--- src/rtl/ram_readout_fsm.sv ---
// Read-side controller for the capture BRAM. When the memory is full it walks
// every address once and streams each word out on a valid/ready interface.
module ram_readout_fsm #(
  parameter int ADDR_W = 10,
  parameter int DATA_W = 16,
  parameter int DEPTH  = 1024
) (
  input  logic              clk,
  input  logic              i_rst,
  input  logic              i_mem_full,
  input  logic              i_start,
  output logic              o_read_ena,
  output logic [ADDR_W-1:0] o_read_addr,
  input  logic [DATA_W-1:0] i_read_data,
  output logic [DATA_W-1:0] o_data,
  output logic              o_valid,
  input  logic              i_ready,
  output logic              o_busy,
  output logic              o_done,
  output logic              o_clear_full
);

  typedef enum logic [2:0] {
    S_IDLE,
    S_FETCH,
    S_LATCH,
    S_PRESENT,
    S_DONE
  } state_t;

  localparam logic [ADDR_W-1:0] LAST_ADDR = ADDR_W'(DEPTH - 1);

  state_t              state_q;
  logic [ADDR_W-1:0]   addr_q;
  logic [DATA_W-1:0]   data_q;
  logic                valid_q;
  logic                read_ena_q;
  logic                busy_q;
  logic                done_q;

  // NOTE: all state uses non-blocking assignments so every register samples
  // pre-edge values; the synchronous reset wins over every other input.
  always_ff @(posedge clk) begin
    if (i_rst) begin
      state_q    <= S_IDLE;
      addr_q     <= '0;
      data_q     <= '0;
      valid_q    <= 1'b0;
      read_ena_q <= 1'b0;
      busy_q     <= 1'b0;
      done_q     <= 1'b0;
    end else begin
      read_ena_q <= 1'b0;
      done_q     <= 1'b0;
      case (state_q)
        S_IDLE: begin
          if (i_start && i_mem_full) begin
            state_q    <= S_FETCH;
            addr_q     <= '0;
            read_ena_q <= 1'b1;
            busy_q     <= 1'b1;
          end
        end
        S_FETCH: begin
          state_q <= S_LATCH;
        end
        S_LATCH: begin
          // BRAM output is valid in this cycle, one cycle after the enable.
          data_q  <= i_read_data;
          valid_q <= 1'b1;
          state_q <= S_PRESENT;
        end
        S_PRESENT: begin
          if (i_ready) begin
            valid_q <= 1'b0;
            if (addr_q == LAST_ADDR) begin
              state_q <= S_DONE;
              done_q  <= 1'b1;
            end else begin
              addr_q     <= addr_q + 1'b1;
              read_ena_q <= 1'b1;
              state_q    <= S_FETCH;
            end
          end
        end
        S_DONE: begin
          state_q <= S_IDLE;
          addr_q  <= '0;
          busy_q  <= 1'b0;
        end
        default: begin
          state_q <= S_IDLE;
          busy_q  <= 1'b0;
        end
      endcase
    end
  end

  assign o_read_ena   = read_ena_q;
  assign o_read_addr  = addr_q;
  assign o_data       = data_q;
  assign o_valid      = valid_q;
  assign o_busy       = busy_q;
  assign o_done       = done_q;
  assign o_clear_full = done_q;

endmodule
--- config.mk ---
export PLATFORM = sky130hd
export DESIGN_NAME = ram_readout_fsm
export DESIGN_NICKNAME = d
export VERILOG_FILES = /design/src/rtl/ram_readout_fsm.sv
export SDC_FILE = /design/constraint.sdc
export NUM_CORES = 1
export LEC_CHECK = 0
export ABC_AREA = 1
export CORE_MARGIN = 1.5
export CORE_UTILIZATION = 28
export DETAILED_ROUTE_END_ITERATION = 6
export HOLD_SLACK_MARGIN = 0.03
export PLACE_DENSITY = 0.63
export SKIP_LAST_GASP = 1
export SYNTH_ARGS = -nofsm -noshare
export SYNTH_HDL_FRONTEND = slang
export SYNTH_SLANG_ARGS = --single-unit
--- constraint.sdc ---
create_clock -name clk -period 1.8 [get_ports clk]
set_input_delay 0.27 -clock clk [delete_from_list [all_inputs] [get_ports clk]]
set_output_delay 0.27 -clock clk [all_outputs]
set_load 0.1 [all_outputs]
# Word level (Yosys, flattened, before mapping)
# Cells that the tools add are included.
# totals
elab_cells,46
input_bits,21
regBits,33
out_inout_bits,31
# classes
n_reduce_logical,10
n_mux,17
add_sub_neg,1
eq_ne,8
n_bitwise,3
# op_table
cell,count
2-to-1 mux 10 bit,3
case mux 10 bit (3 select lines),1
case mux 3 bit (4 select lines),1
"adder 10 x 1 -> 10 bit, second input constant",1
"== test 10 bit, second input constant",1
2-to-1 mux 3 bit,3
"== test 3 x 2 -> 1 bit, second input constant",2
2-to-1 mux 1 bit,6
"!= test 2 bit, second input constant",3
case mux 1 bit (2 select lines),3
AND reduction 2 bit,3
OR reduction 3 bit,2
AND reduction 4 bit,1
"== test 3 x 1 -> 1 bit, second input constant",1
"== test 3 bit, second input constant",1
logical NOT 3 bit,1
NOT 1 bit,3
nonzero test 3 bit,1
nonzero test 2 bit,1
logical AND 1 bit,1

# Logic depth before layout (Yosys ltp)
# logic_depth
word_depth,4
ltp_mapped,10
ltp_nobuf,10

# Least setup slack after synthesis
# Ideal clock, no wire load.
# synth_path
path_type,flip-flop to flip-flop
startpoint,register addr_q[1] (netlist: o_read_addr[1])
endpoint,register addr_q[6] (netlist: o_read_addr[6])
setup_ns,0.117
synth_period_minus_slack_ns,2.235
setup_slack_ns,-0.435
stages_incl_launch_ff,11
path_buffers,0
t_arrival_ns,2.119
required_time_ns,1.683
cell_sequence,dfxtp_1 -> ha_1 -> nand2_1 -> nor2_4 -> nand3_4 -> nand2_4 -> nand2_4 -> nand2_4 -> inv_2 -> nor2_1 -> nor2_1
# synth_between
elab_chain_len,4
word_cells_on_any_way,7
classes_between,add/sub: 1; eq/ne: 2; mux: 3; reduce/logical: 1
# synth_rtl
item,line,text
start: declaration,34,logic [ADDR_W-1:0] addr_q;
start signal: assignment,80,addr_q <= addr_q + 1'b1;
adder 10 x 1 -> 10 bit,80,
2-to-1 mux 10 bit,76,if (addr_q == LAST_ADDR) begin
2-to-1 mux 10 bit,74,if (i_ready) begin
case mux 10 bit (3 select lines),55,case (state_q)
# Parallel ways exist; a longest one is shown, timed or not. The select of a mux whose other input is x is not followed.
# A chain may end at the register's enable or synchronous reset.

# Final worst setup path
# layout_path
startpoint,register addr_q[0] (netlist: o_read_addr[0])
endpoint,register addr_q[6] (netlist: o_read_addr[6])
# Same word-level chain as after synthesis.

==> impl_results.md <==
* Worst Tran Pin Value at 0.616 ns
* GPL Wtd Cong at 0.804
* Ys Warns at 0
* First-pass GRT wire length at 6670 µm
* Worst hold path type: reg -> reg
* PortBufs at 51
* Post-Synth Simple-Gate Area at 0.400
* Mapped Nets at 248
* Total grt overflow at 0
* Clk pin slew, worst setup/hold paths at 0.07 ns
* Final Hold Viols at 0
* Unrepaired setup endpoints after global routing: false
* H-tree depth at 2
* CTS buffer count at 5
* Crit Path Category: reg -> reg
* Post-synth top area share at 0.424
* Skew final at 0.00660 ns
* Die Y at 77.6 µm
* Routed Antenna Nets at 0
* Wire per inst at 11.0 µm
* Setup ws final at 0.232 ns
* CP peak stage delay at 0.39 ns
* Pre-antenna DRT Iters at 4
* Die ar. at 6020 µm²
* Die Width at 77.6 µm
* Wire length on met1 at 1820 µm
* Fillcell total at 546
* DRC Markers at 0
* Fin crit share at 0.871
* Worst Hold Depth at 2
* Hold Crit Start: o_valid
* Highest clock rate at 638 MHz
* VDD IR max at 0.000475 V
* Core Box Area at 5240 µm²
* Vias in the first global route at 1432
* Data required time of the worst path at 1.99 ns
* Mapped Area at 1560 µm²
* Met3 wire length at 174 µm
* Type of origin of the critical path: flop
* Highest net fanout along the worst path at 9
* Worst r2r src: o_read_addr[0]
* Core Rows at 26
* Initial Util at 0.298
* Post-Synthesis Cells at 226
* PwrDens at 1270 nW/µm²
* Critical Path Start: o_read_addr[0]
* Postcts setup bufs at 0
* Synth Register Bits at 33
* Area leader, netlist: dfxtp_1
* Clock sink count at 33
* FF-to-FF setup slack at 0.23 ns
* Final Slew Violations at 0
* Initial antenna violation count at 0
* Post-Synth Adder-Cell Area at 0.00803
* Register-to-Register Path Depth at 10
* Later-pin clock latency in the skew report at 0.29 ns
* Slowest cell on the critical path: dfxtp_4
* CTS Root Cell: clkbuf_8
* Setup TNS at 0 ns
* Place WS at 0.196 ns
* Setup Viol. Count Final at 0
* Area delta synth->final at 44.1%
* Status: finished clean
* Routed WL at 3840 µm
* Hold_buf cts at 0
* Reg-to-reg critical path endpoint: o_read_addr[6]
* Synth unique cells at 24
* Boundary pin count at 52
* Most frequent CP cell: nand2_4
* Fin cells at 349
* CP Cell Sequence: ha_1 -> nand2_1 -> nor2_4 -> nand3_4 -> nand2_4 -> nand2_4 -> nand2_4 -> inv_2 -> nor2_1 -> nor2_1
* Lkg Pwr at 0.000923 µW
* Xor and xnor area share after synthesis at 0
* Nets at 301
* Maxcap violations at 0
* Pin count of the biggest net entering global routing at 25
* Post-synthesis sequential area ratio at 0.424
* CTS tree: yes
* Highest metal used: met4
* Slew headroom at 0.589
* Synth Area in Compound Gates at 0.0883
* Met2 Wirelength at 1760 µm
* Routed vias/inst at 4.47
* Detailed Route Iter0 Violations at 98
* GRT Total Usage at 0.143
* Ant diodes at 0
* Final min period at 1.57 ns
* Largest family of logic cells by synthesized area: simple AND/OR/NAND/NOR gates
* Via Count at 1559
* Post-synthesis mux area share at 0
* Syn Area/Cell at 6.90 µm²
* Setup crit end kind: flop
* Largest buffer count on any clock path at 2
* Fraction of layout cells with a size suffix above 1 at 0.229
* Hold Path Sink: o_valid
* Post-CTS sizing at 0
* Post-DP HPWL at 2780 µm
* Inst Count DP at 342
* CP arrival at 1.76 ns
* Top post-synthesis cells by area: dfxtp_1 (42%), nor2_1 (14%), nand2_1 (11%)
[registers in the layout, summed over array words and instances, names as in the netlist]
signal / flops
o_read_ena: 1
o_busy: 1
o_valid: 1
o_data: 16
o_read_addr: 10
o_clear_full: 1
state_q: 3
[how the worst max path moves through the flow]
| stage | cells after the start | end |
|---|---|---|
| 5_1_grt | 10 | o_read_addr[6] |
| 4_1_cts | 10 | o_read_addr[1] |
| 6_report | 10 | o_read_addr[6] |
| 3_5_place_dp | 9 | o_read_addr[5] |
| 2_1_floorplan | 9 | o_read_addr[6] |
| 3_3_place_gp | 9 | o_read_addr[5] |
[through the flow]
| step | util | hold slack [ns] | power [µW] | cell area [µm²] |
|---|---|---|---|---|
| finish | 0.429 | 0.464 | 2850 | 2250 |
| global route | 0.429 | 0.486 | 3010 | 2250 |
| CTS | 0.429 | 0.468 | 2880 | 2250 |
| detailed placement | 0.412 | 0.458 | 2290 | 2160 |
| global placement | 0.412 | 0.451 | 2280 | 2160 |
| floorplan | - | 0.437 | 1960 | 1580 |
[power breakdown]
| group | internal (µW) | switching [µW] |
|---|---|---|
| Combinational | 352 | 978 |
| Clock | 302 | 274 |
| Sequential | 844 | 94.7 |
| Total | 1500 | 1350 |
[critical path: cells and delay by family (launching register included)]
kind                       cells  cell delay (ns)
DFF                            1             0.39
buffers and inverters          1             0.05
and+or+nand+nor                8             0.81
adders and majority gates      1             0.20
[final cells by class]
cell class,instances,area [µm²],share of cell area
multi-input combinational,165,773,0.344
sequential,33,678,0.302
timing repair buffer,54,543,0.242
tap,70,87.6,0.0390
clock buffer,6,82.6,0.0367
inverter,20,75.1,0.0334
clock inverter,1,7.51,0.00334
[cells in the mapped netlist]
cell      count
nor2_1       57
nand2_1      46
dfxtp_1      33
inv_1        18
nand3_1      16
o21ai_0      16
a21oi_1       7
nor3_1        4
buf_4         3
clkbuf_1      3
nand2_4       3
nand4_1       3
nor2_4        3
inv_2         2
nand2_2       2
or2_2         2
a31oi_1       1
buf_2         1
buf_6         1
ha_1          1
nand3_4       1
nand3b_1      1
o21bai_1      1
o311ai_0      1
[routing by layer]
layer | track usage | vias up
li1 | - | 817
met1 | 0.171 | 697
met3 | 0.0482 | 8
met4 | 0.0673 | 0
met5 | 0 | -
met2 | 0.230 | 37
[cell usage in the layout (no fill, tap or decap), drive strengths merged]
cell | Yosys | layout
o21ai | 16 | 16
buf | 5 | 34
clkdlybuf4s50 | 0 | 20
clkbuf | 3 | 6
a31oi | 1 | 1
dfxtp | 33 | 33
nand3 | 17 | 17
clkinvlp | 0 | 1
o21bai | 1 | 1
inv | 20 | 20
or2 | 2 | 2
nand2 | 51 | 51
nand4 | 3 | 3
nor3 | 4 | 4
a21oi | 7 | 7
o311ai | 1 | 1
ha | 1 | 1
nand3b | 1 | 1
nor2 | 60 | 60
[kinds of logic (layout without fill, tap and decap cells)]
family                   Yosys count  in the layout
AND/OR/NAND/NOR                  138            138
buffers and inverters             28             81
adder cells (fa/ha/maj)            1              1
AO/OA/AOI/OAI                     26             26
flip-flops                        33             33
(Power assumes the default switching activity.)
